### src/rtl/io_bank_filter_if.sv
// io_bank_filter_if: pin-side and system-side signal bundle of one I/O bank
// pin_i/pin_o/pin_t: IOBUF O/I/T; data_out/tri_in: system drive requests; data_in: filtered pins
// filter_len: stability length (0 = bypass); rise_en/fall_en/irq_clr: edge status control
// irq_status/irq: sticky edge flags and their registered OR
interface io_bank_filter_if #(
  parameter int NUM_PINS = 20,
  parameter int FILTER_W = 8
);
  logic [NUM_PINS-1:0] pin_i;
  logic [NUM_PINS-1:0] pin_o;
  logic [NUM_PINS-1:0] pin_t;
  logic [NUM_PINS-1:0] data_out;
  logic [NUM_PINS-1:0] tri_in;
  logic [NUM_PINS-1:0] data_in;
  logic [FILTER_W-1:0] filter_len;
  logic [NUM_PINS-1:0] rise_en;
  logic [NUM_PINS-1:0] fall_en;
  logic [NUM_PINS-1:0] irq_clr;
  logic [NUM_PINS-1:0] irq_status;
  logic irq;
  modport master (
    output pin_i, data_out, tri_in, filter_len, rise_en, fall_en, irq_clr,
    input pin_o, pin_t, data_in, irq_status, irq
  );
  modport slave (
    input pin_i, data_out, tri_in, filter_len, rise_en, fall_en, irq_clr,
    output pin_o, pin_t, data_in, irq_status, irq
  );
endinterface

### src/rtl/io_bank_filter.sv
// io_bank_filter: registered IOBUF drive plus synchronised, glitch-filtered pin inputs with edge interrupts
// clk/rst: bank clock and asynchronous active-high reset
// bus (slave): pin_i/pin_o/pin_t, data_out/tri_in, data_in, filter_len, rise_en/fall_en, irq_clr, irq_status, irq
module io_bank_filter #(
  parameter int NUM_PINS = 20,
  parameter int SYNC_STAGES = 2,
  parameter int FILTER_W = 8
) (
  input logic clk,
  input logic rst,
  io_bank_filter_if.slave bus
);
  logic [SYNC_STAGES-1:0][NUM_PINS-1:0] sync_q;
  logic [NUM_PINS-1:0][FILTER_W-1:0] cnt;
  logic [NUM_PINS-1:0][FILTER_W-1:0] cnt_d;
  logic [NUM_PINS-1:0] sync;
  logic [NUM_PINS-1:0] diff;
  logic [NUM_PINS-1:0] take;
  logic [NUM_PINS-1:0] set;
  logic [FILTER_W-1:0] len_m1;
  logic bypass;
  assign sync = sync_q[SYNC_STAGES-1];
  assign bypass = bus.filter_len == '0;
  assign len_m1 = bus.filter_len - 1'b1;
  assign diff = sync ^ bus.data_in;
  // >= rather than == so a filter_len lowered mid-count accepts at once
  for (genvar g = 0; g < NUM_PINS; g++) begin : g_pin
    assign take[g] = diff[g] & (bypass | (cnt[g] >= len_m1));
    assign cnt_d[g] = (bypass | ~diff[g] | take[g]) ? '0 : cnt[g] + 1'b1;
  end
  assign set = take & ((sync & bus.rise_en) | (~sync & bus.fall_en));
  always_ff @(posedge clk or posedge rst)
    if (rst) begin
      sync_q <= '0;
      cnt <= '0;
      bus.data_in <= '0;
      bus.irq_status <= '0;
      bus.irq <= 1'b0;
      bus.pin_o <= '0;
      bus.pin_t <= '1;
    end else begin
      sync_q <= {sync_q[SYNC_STAGES-2:0], bus.pin_i};
      cnt <= cnt_d;
      bus.data_in <= bus.data_in ^ take;
      bus.irq_status <= (bus.irq_status & ~bus.irq_clr) | set;
      bus.irq <= |bus.irq_status;
      bus.pin_o <= bus.data_out;
      bus.pin_t <= bus.tri_in;
    end
endmodule

### src/flat_wrapper.sv
// flat-port wrapper written by rule: the top's interface ports become plain ports
module io_bank_filter_flat 
#(
  parameter int NUM_PINS = 20,
  parameter int SYNC_STAGES = 2,
  parameter int FILTER_W = 8
)
  (clk, rst, bus_pin_i, bus_data_out, bus_tri_in, bus_filter_len, bus_rise_en, bus_fall_en, bus_irq_clr, bus_pin_o, bus_pin_t, bus_data_in, bus_irq_status, bus_irq);
  io_bank_filter_if #(.NUM_PINS(NUM_PINS), .FILTER_W(FILTER_W)) bus_i ();
  input logic clk;
  input logic rst;
  input wire logic [$bits(bus_i.pin_i)-1:0] bus_pin_i;
  input wire logic [$bits(bus_i.data_out)-1:0] bus_data_out;
  input wire logic [$bits(bus_i.tri_in)-1:0] bus_tri_in;
  input wire logic [$bits(bus_i.filter_len)-1:0] bus_filter_len;
  input wire logic [$bits(bus_i.rise_en)-1:0] bus_rise_en;
  input wire logic [$bits(bus_i.fall_en)-1:0] bus_fall_en;
  input wire logic [$bits(bus_i.irq_clr)-1:0] bus_irq_clr;
  output wire logic [$bits(bus_i.pin_o)-1:0] bus_pin_o;
  output wire logic [$bits(bus_i.pin_t)-1:0] bus_pin_t;
  output wire logic [$bits(bus_i.data_in)-1:0] bus_data_in;
  output wire logic [$bits(bus_i.irq_status)-1:0] bus_irq_status;
  output wire logic [$bits(bus_i.irq)-1:0] bus_irq;
  assign bus_i.pin_i = bus_pin_i;
  assign bus_i.data_out = bus_data_out;
  assign bus_i.tri_in = bus_tri_in;
  assign bus_i.filter_len = bus_filter_len;
  assign bus_i.rise_en = bus_rise_en;
  assign bus_i.fall_en = bus_fall_en;
  assign bus_i.irq_clr = bus_irq_clr;
  assign bus_pin_o = bus_i.pin_o;
  assign bus_pin_t = bus_i.pin_t;
  assign bus_data_in = bus_i.data_in;
  assign bus_irq_status = bus_i.irq_status;
  assign bus_irq = bus_i.irq;
  io_bank_filter #(.NUM_PINS(NUM_PINS), .SYNC_STAGES(SYNC_STAGES), .FILTER_W(FILTER_W)) u_core (.clk(clk), .rst(rst), .bus(bus_i));
endmodule
### config.mk
export PLATFORM = sky130hd
export DESIGN_NAME = io_bank_filter_flat
export DESIGN_NICKNAME = d
export VERILOG_FILES = /design/src/rtl/io_bank_filter_if.sv /design/src/rtl/io_bank_filter.sv /design/src/flat_wrapper.sv
export SDC_FILE = /design/constraint.sdc
export NUM_CORES = 1
export LEC_CHECK = 0
export CORE_ASPECT_RATIO = 0.6
export CORE_UTILIZATION = 45
export DETAILED_ROUTE_END_ITERATION = 10
export DONT_BUFFER_PORTS = 1
export SLEW_MARGIN = 0
export SYNTH_ARGS = -nofsm -noshare
export SYNTH_HDL_FRONTEND = slang
export SYNTH_SLANG_ARGS = --single-unit
### constraint.sdc
create_clock -name clk -period 11.08 [get_ports clk]
set_clock_uncertainty 0.1 [all_clocks]
set_input_delay 1.108 -clock clk [delete_from_list [all_inputs] [get_ports clk]]
set_output_delay 1.108 -clock clk [all_outputs]
set_load 0.005 [all_outputs]
# Word level (Yosys, flattened, before mapping)
# Index checks and enable logic that the tools add are counted.
# op_classes
addsub,21
order_cmp,20
n_mux,20
n_bitwise,110
reduce_logical,2
# op_table
cell,count
8-bit by 1-bit adder with 8-bit output (second input constant),20
8-bit greater-or-equal comparator,20
8-bit two-way mux,20
20-bit bitwise AND,4
1-bit OR,60
20-bit NOT,2
20-bit OR,2
20-bit XOR,2
1-bit bitwise AND,20
1-bit NOT,20
20-bit OR reduction,1
8-bit logical NOT,1
8-bit by 1-bit subtractor with 8-bit output (second input constant),1
# word_totals
regBits,281
input_bits,130
output_inout_bits,81
word_cells,200

# Logic depth before layout (Yosys ltp)
# logic_depth
ltp_word,6
ltp_mapped,10
mapped_depth_nobuf,10

# Worst setup path after synthesis
# Ideal clock, no wire load.
# synth_path
kind,input port to flip-flop
startpoint,input bus_filter_len[0]
endpoint,register with a tool-made name
setup_time_ns,0.125
arrival_time_ns,4.185
required_time_ns,10.855
path_slack_ns,6.670
stages,10
path_buffers,0
path_cell_list,inv_1 > ha_1 > xnor2_1 > ha_1 > a21o_1 > a31oi_1 > o21ai_0 > a221oi_2 > o21ai_2 > mux2_4
# synth_lines
element,line,rtl
start: declaration,flat_wrapper.sv:15,input wire logic [$bits(bus_i.filter_len)-1:0] bus_filter_len;

==> flow_metrics.py <==
metrics = {
    "clock_network": {
        "cts_sinks": 281,
        "cts_setup_buffers": 0,
        "cts-resized-gates": 0,
        "cts_tree": "done",
        "cts_buffers": 29,
        "cts_max_level": 1,
        "clockBufferDepth": 3,
        "worstSkewPairLatency_ps": 570,
        "cts_root_buffer": "clkbuf_16",
        "cts.clk_slew.worst_paths_ps": 60,
        "cts_hold_buf": 0,
    },
    "placement": {
        "placed_cells": 1827,
        "placed_cell_area_sq_um": 15600,
        "post-place-ws_ps": 6030,
        "portBuffers": 0,
        "dp_hpwl_um": 23700,
        "gp_routability_congestion": 0.817,
    },
    "sta": {
        "setup_violations": 0,
        "holdWs_ps": 247,
        "hold_viol": 0,
        "fmax_mhz": 228,
        "finalCritPeriodShare": 0.395,
        "slew_headroom": 0.202,
        "min_period_ps": 4380,
        "worst_slack_ps": 6700,
        "drv_slew": 0,
        "fin_setup_tns_ps": 0,
        "rsz0062_at_grt": "no",
        "worst_pin_slew_ps": 1190,
    },
    "power": {
        "finalPower_mw": 3.03,
        "ir_drop_mv": 0.117,
        "pwr_density_cell_nw_per_um2": 183,
        "p_leak_nw": 7.91,
    },
    "final_layout": {
        "stdcell_area_sq_um": 16600,
        "final_cell_mix": "dfrtp_1 (261), nor2_1 (202), ha_1 (121)",
        "final_core_util": 0.508,
        "diodes": 0,
        "fillCellCount": 2907,
        "finalNonFillerCells": 1881,
        "nNetsFinal": 1659,
        "final_layout_size_suffix_gt1_frac": 0.140,
        "layout_commonest_cell": "dfrtp_1",
        "syn_to_final_growth_pct": 10.7,
    },
    "global_routing": {
        "grt_pass1_vias": 9981,
        "antenna_found_initial": 0,
        "gr-total-overflow": 0,
        "grt_pass1_wl_um": 56400,
        "grt_max_degree": 108,
        "grtUsageTotal": 0.214,
    },
    "synthesis": {
        "ys_warn_count": 0,
        "ys_types": 37,
        "ys_seq_area_frac": 0.471,
        "synth_top_area_frac": 0.436,
        "synth_fp_nets": 1641,
        "yosysTopAreaCell": "dfrtp_1",
        "netlist_area_sq_um": 15000,
        "avgSynthCellArea_sq_um": 10.8,
        "synthCells": 1390,
        "ys_ff_latch": 281,
        "synth_area_leaders": "dfrtp_1 (44%), ha_1 (10%), xor2_1 (6.6%)",
    },
    "route": {
        "drt_iter0_drc": 527,
        "wire_per_inst_um": 18.9,
        "drc": 0,
        "dr.pass1.iters": 4,
        "vias": 10200,
        "routed_wl_um": 35600,
        "ant_nets": 0,
        "viasPerCell": 5.43,
    },
    "floorplan": {
        "coreArea_sq_um": 32600,
        "start_util": 0.459,
        "rows": 51,
        "die_area_sq_um": 34000,
        "die_x_um": 237,
        "die_y_um": 143,
        "num_io_pins": 211,
    },
    "worst_setup_path": {
        "crit_path_start_kind": "input port",
        "crit_fanout": 21,
        "crit_type": "in2reg",
        "arrival_ps": 4730,
        "worstPathRequired_ps": 11440,
        "critPathCaptureType": "flop",
    },
    "worst_hold_path": {
        "hp-class": "reg2reg",
    },
    "job": {
        "max_cap_violations": 0,
    },
    "status": {
        "outcome": "complete, no violations",
    },
}
cell type report:
class                           count  area, sq um  area share
Multi-Input combinational cell   1021         7650       0.461
Sequential cell                   281         7060       0.426
Clock buffer                       33          781      0.0471
Tap cell                          450          563      0.0340
Inverter                           63          244      0.0147
Clock inverter                     21          190      0.0115
Timing Repair Buffer               12         90.1     0.00544
critical path: stages:
cell      delay (ps)
inv_1            730
ha_1             450
nand2_1          190
xor2_4           780
ha_1             390
a21oi_1          150
o21ai_0          130
a221oi_2         370
o21ai_2          130
mux2_4           300
cell usage after synthesis:
cell type / n
dfrtp_1: 261
nor2_1: 203
ha_1: 121
xor2_1: 113
nand3_1: 90
inv_1: 63
a21oi_1: 60
nand2_1: 44
and3_1: 41
o21ai_0: 41
xnor2_1: 32
nand3b_1: 21
nor2b_1: 21
a21o_1: 20
a221oi_2: 20
a22o_1: 20
a31oi_1: 20
and3b_1: 20
dfstp_2: 20
mux2_4: 20
mux2i_1: 20
nand2b_1: 20
o211ai_2: 20
o21ai_2: 20
o22ai_2: 20
clkbuf_1: 13
buf_1: 5
nor4_1: 5
buf_6: 4
buf_2: 3
or2_2: 3
nor2_4: 1
nor3_1: 1
nor3_2: 1
nor3b_1: 1
nor4_2: 1
or4_4: 1
flip-flops by register name (all words and copies together), names as in the netlist, named ones only:
register,count
u_core.bus.pin_o,20
u_core.sync,20
u_core.bus.pin_t,20
u_core.sync_q,20
u_core.bus.irq,1
u_core.bus.irq_status,20
u_core.cnt,160
path summary, 6_finish.rpt:
kind,cells after the start,end,slack (ps),startpoint
max,10,flop,6700,bus_filter_len[0]
min,0,u_core.sync[0],250,u_core.sync_q[0]
max reg2reg,7,flop,8780,u_core.cnt[2]
min reg2reg,0,u_core.sync[0],250,u_core.sync_q[0]
max in group asynchronous,3,u_core.cnt[44],8550,rst
min in group asynchronous,1,u_core.sync[19],420,rst
routing by layer:
metal,GRT usage,vias up,routed length [um]
li1,-,4910,-
met1,0.317,5023,17500
met2,0.324,217,15600
met3,0.0340,62,1700
met4,0.0540,0,797
met5,0,-,0
kinds of logic (layout without fill, tap and decap cells):
family | Yosys count | after routing | synth area share
compound gates | 241 | 241 | 0.129
mux | 40 | 40 | 0.0334
buf+inv | 88 | 129 | 0.0243
simple gates | 474 | 474 | 0.156
flops | 281 | 281 | 0.471
xor+xnor | 145 | 145 | 0.0848
fa+ha+maj | 121 | 121 | 0.101
power by group:
| part | leakage (nW) | total, mW | internal (mW) | switching (mW) |
|---|---|---|---|---|
| clock network | 0.472 | 0.994 | 0.558 | 0.436 |
| registers | 3.65 | 1.36 | 1.17 | 0.198 |
| logic | 3.79 | 0.671 | 0.295 | 0.376 |
| total | 7.91 | 3.03 | 2.02 | 1.01 |
No activity file was read; power rests on OpenSTA's default activity.
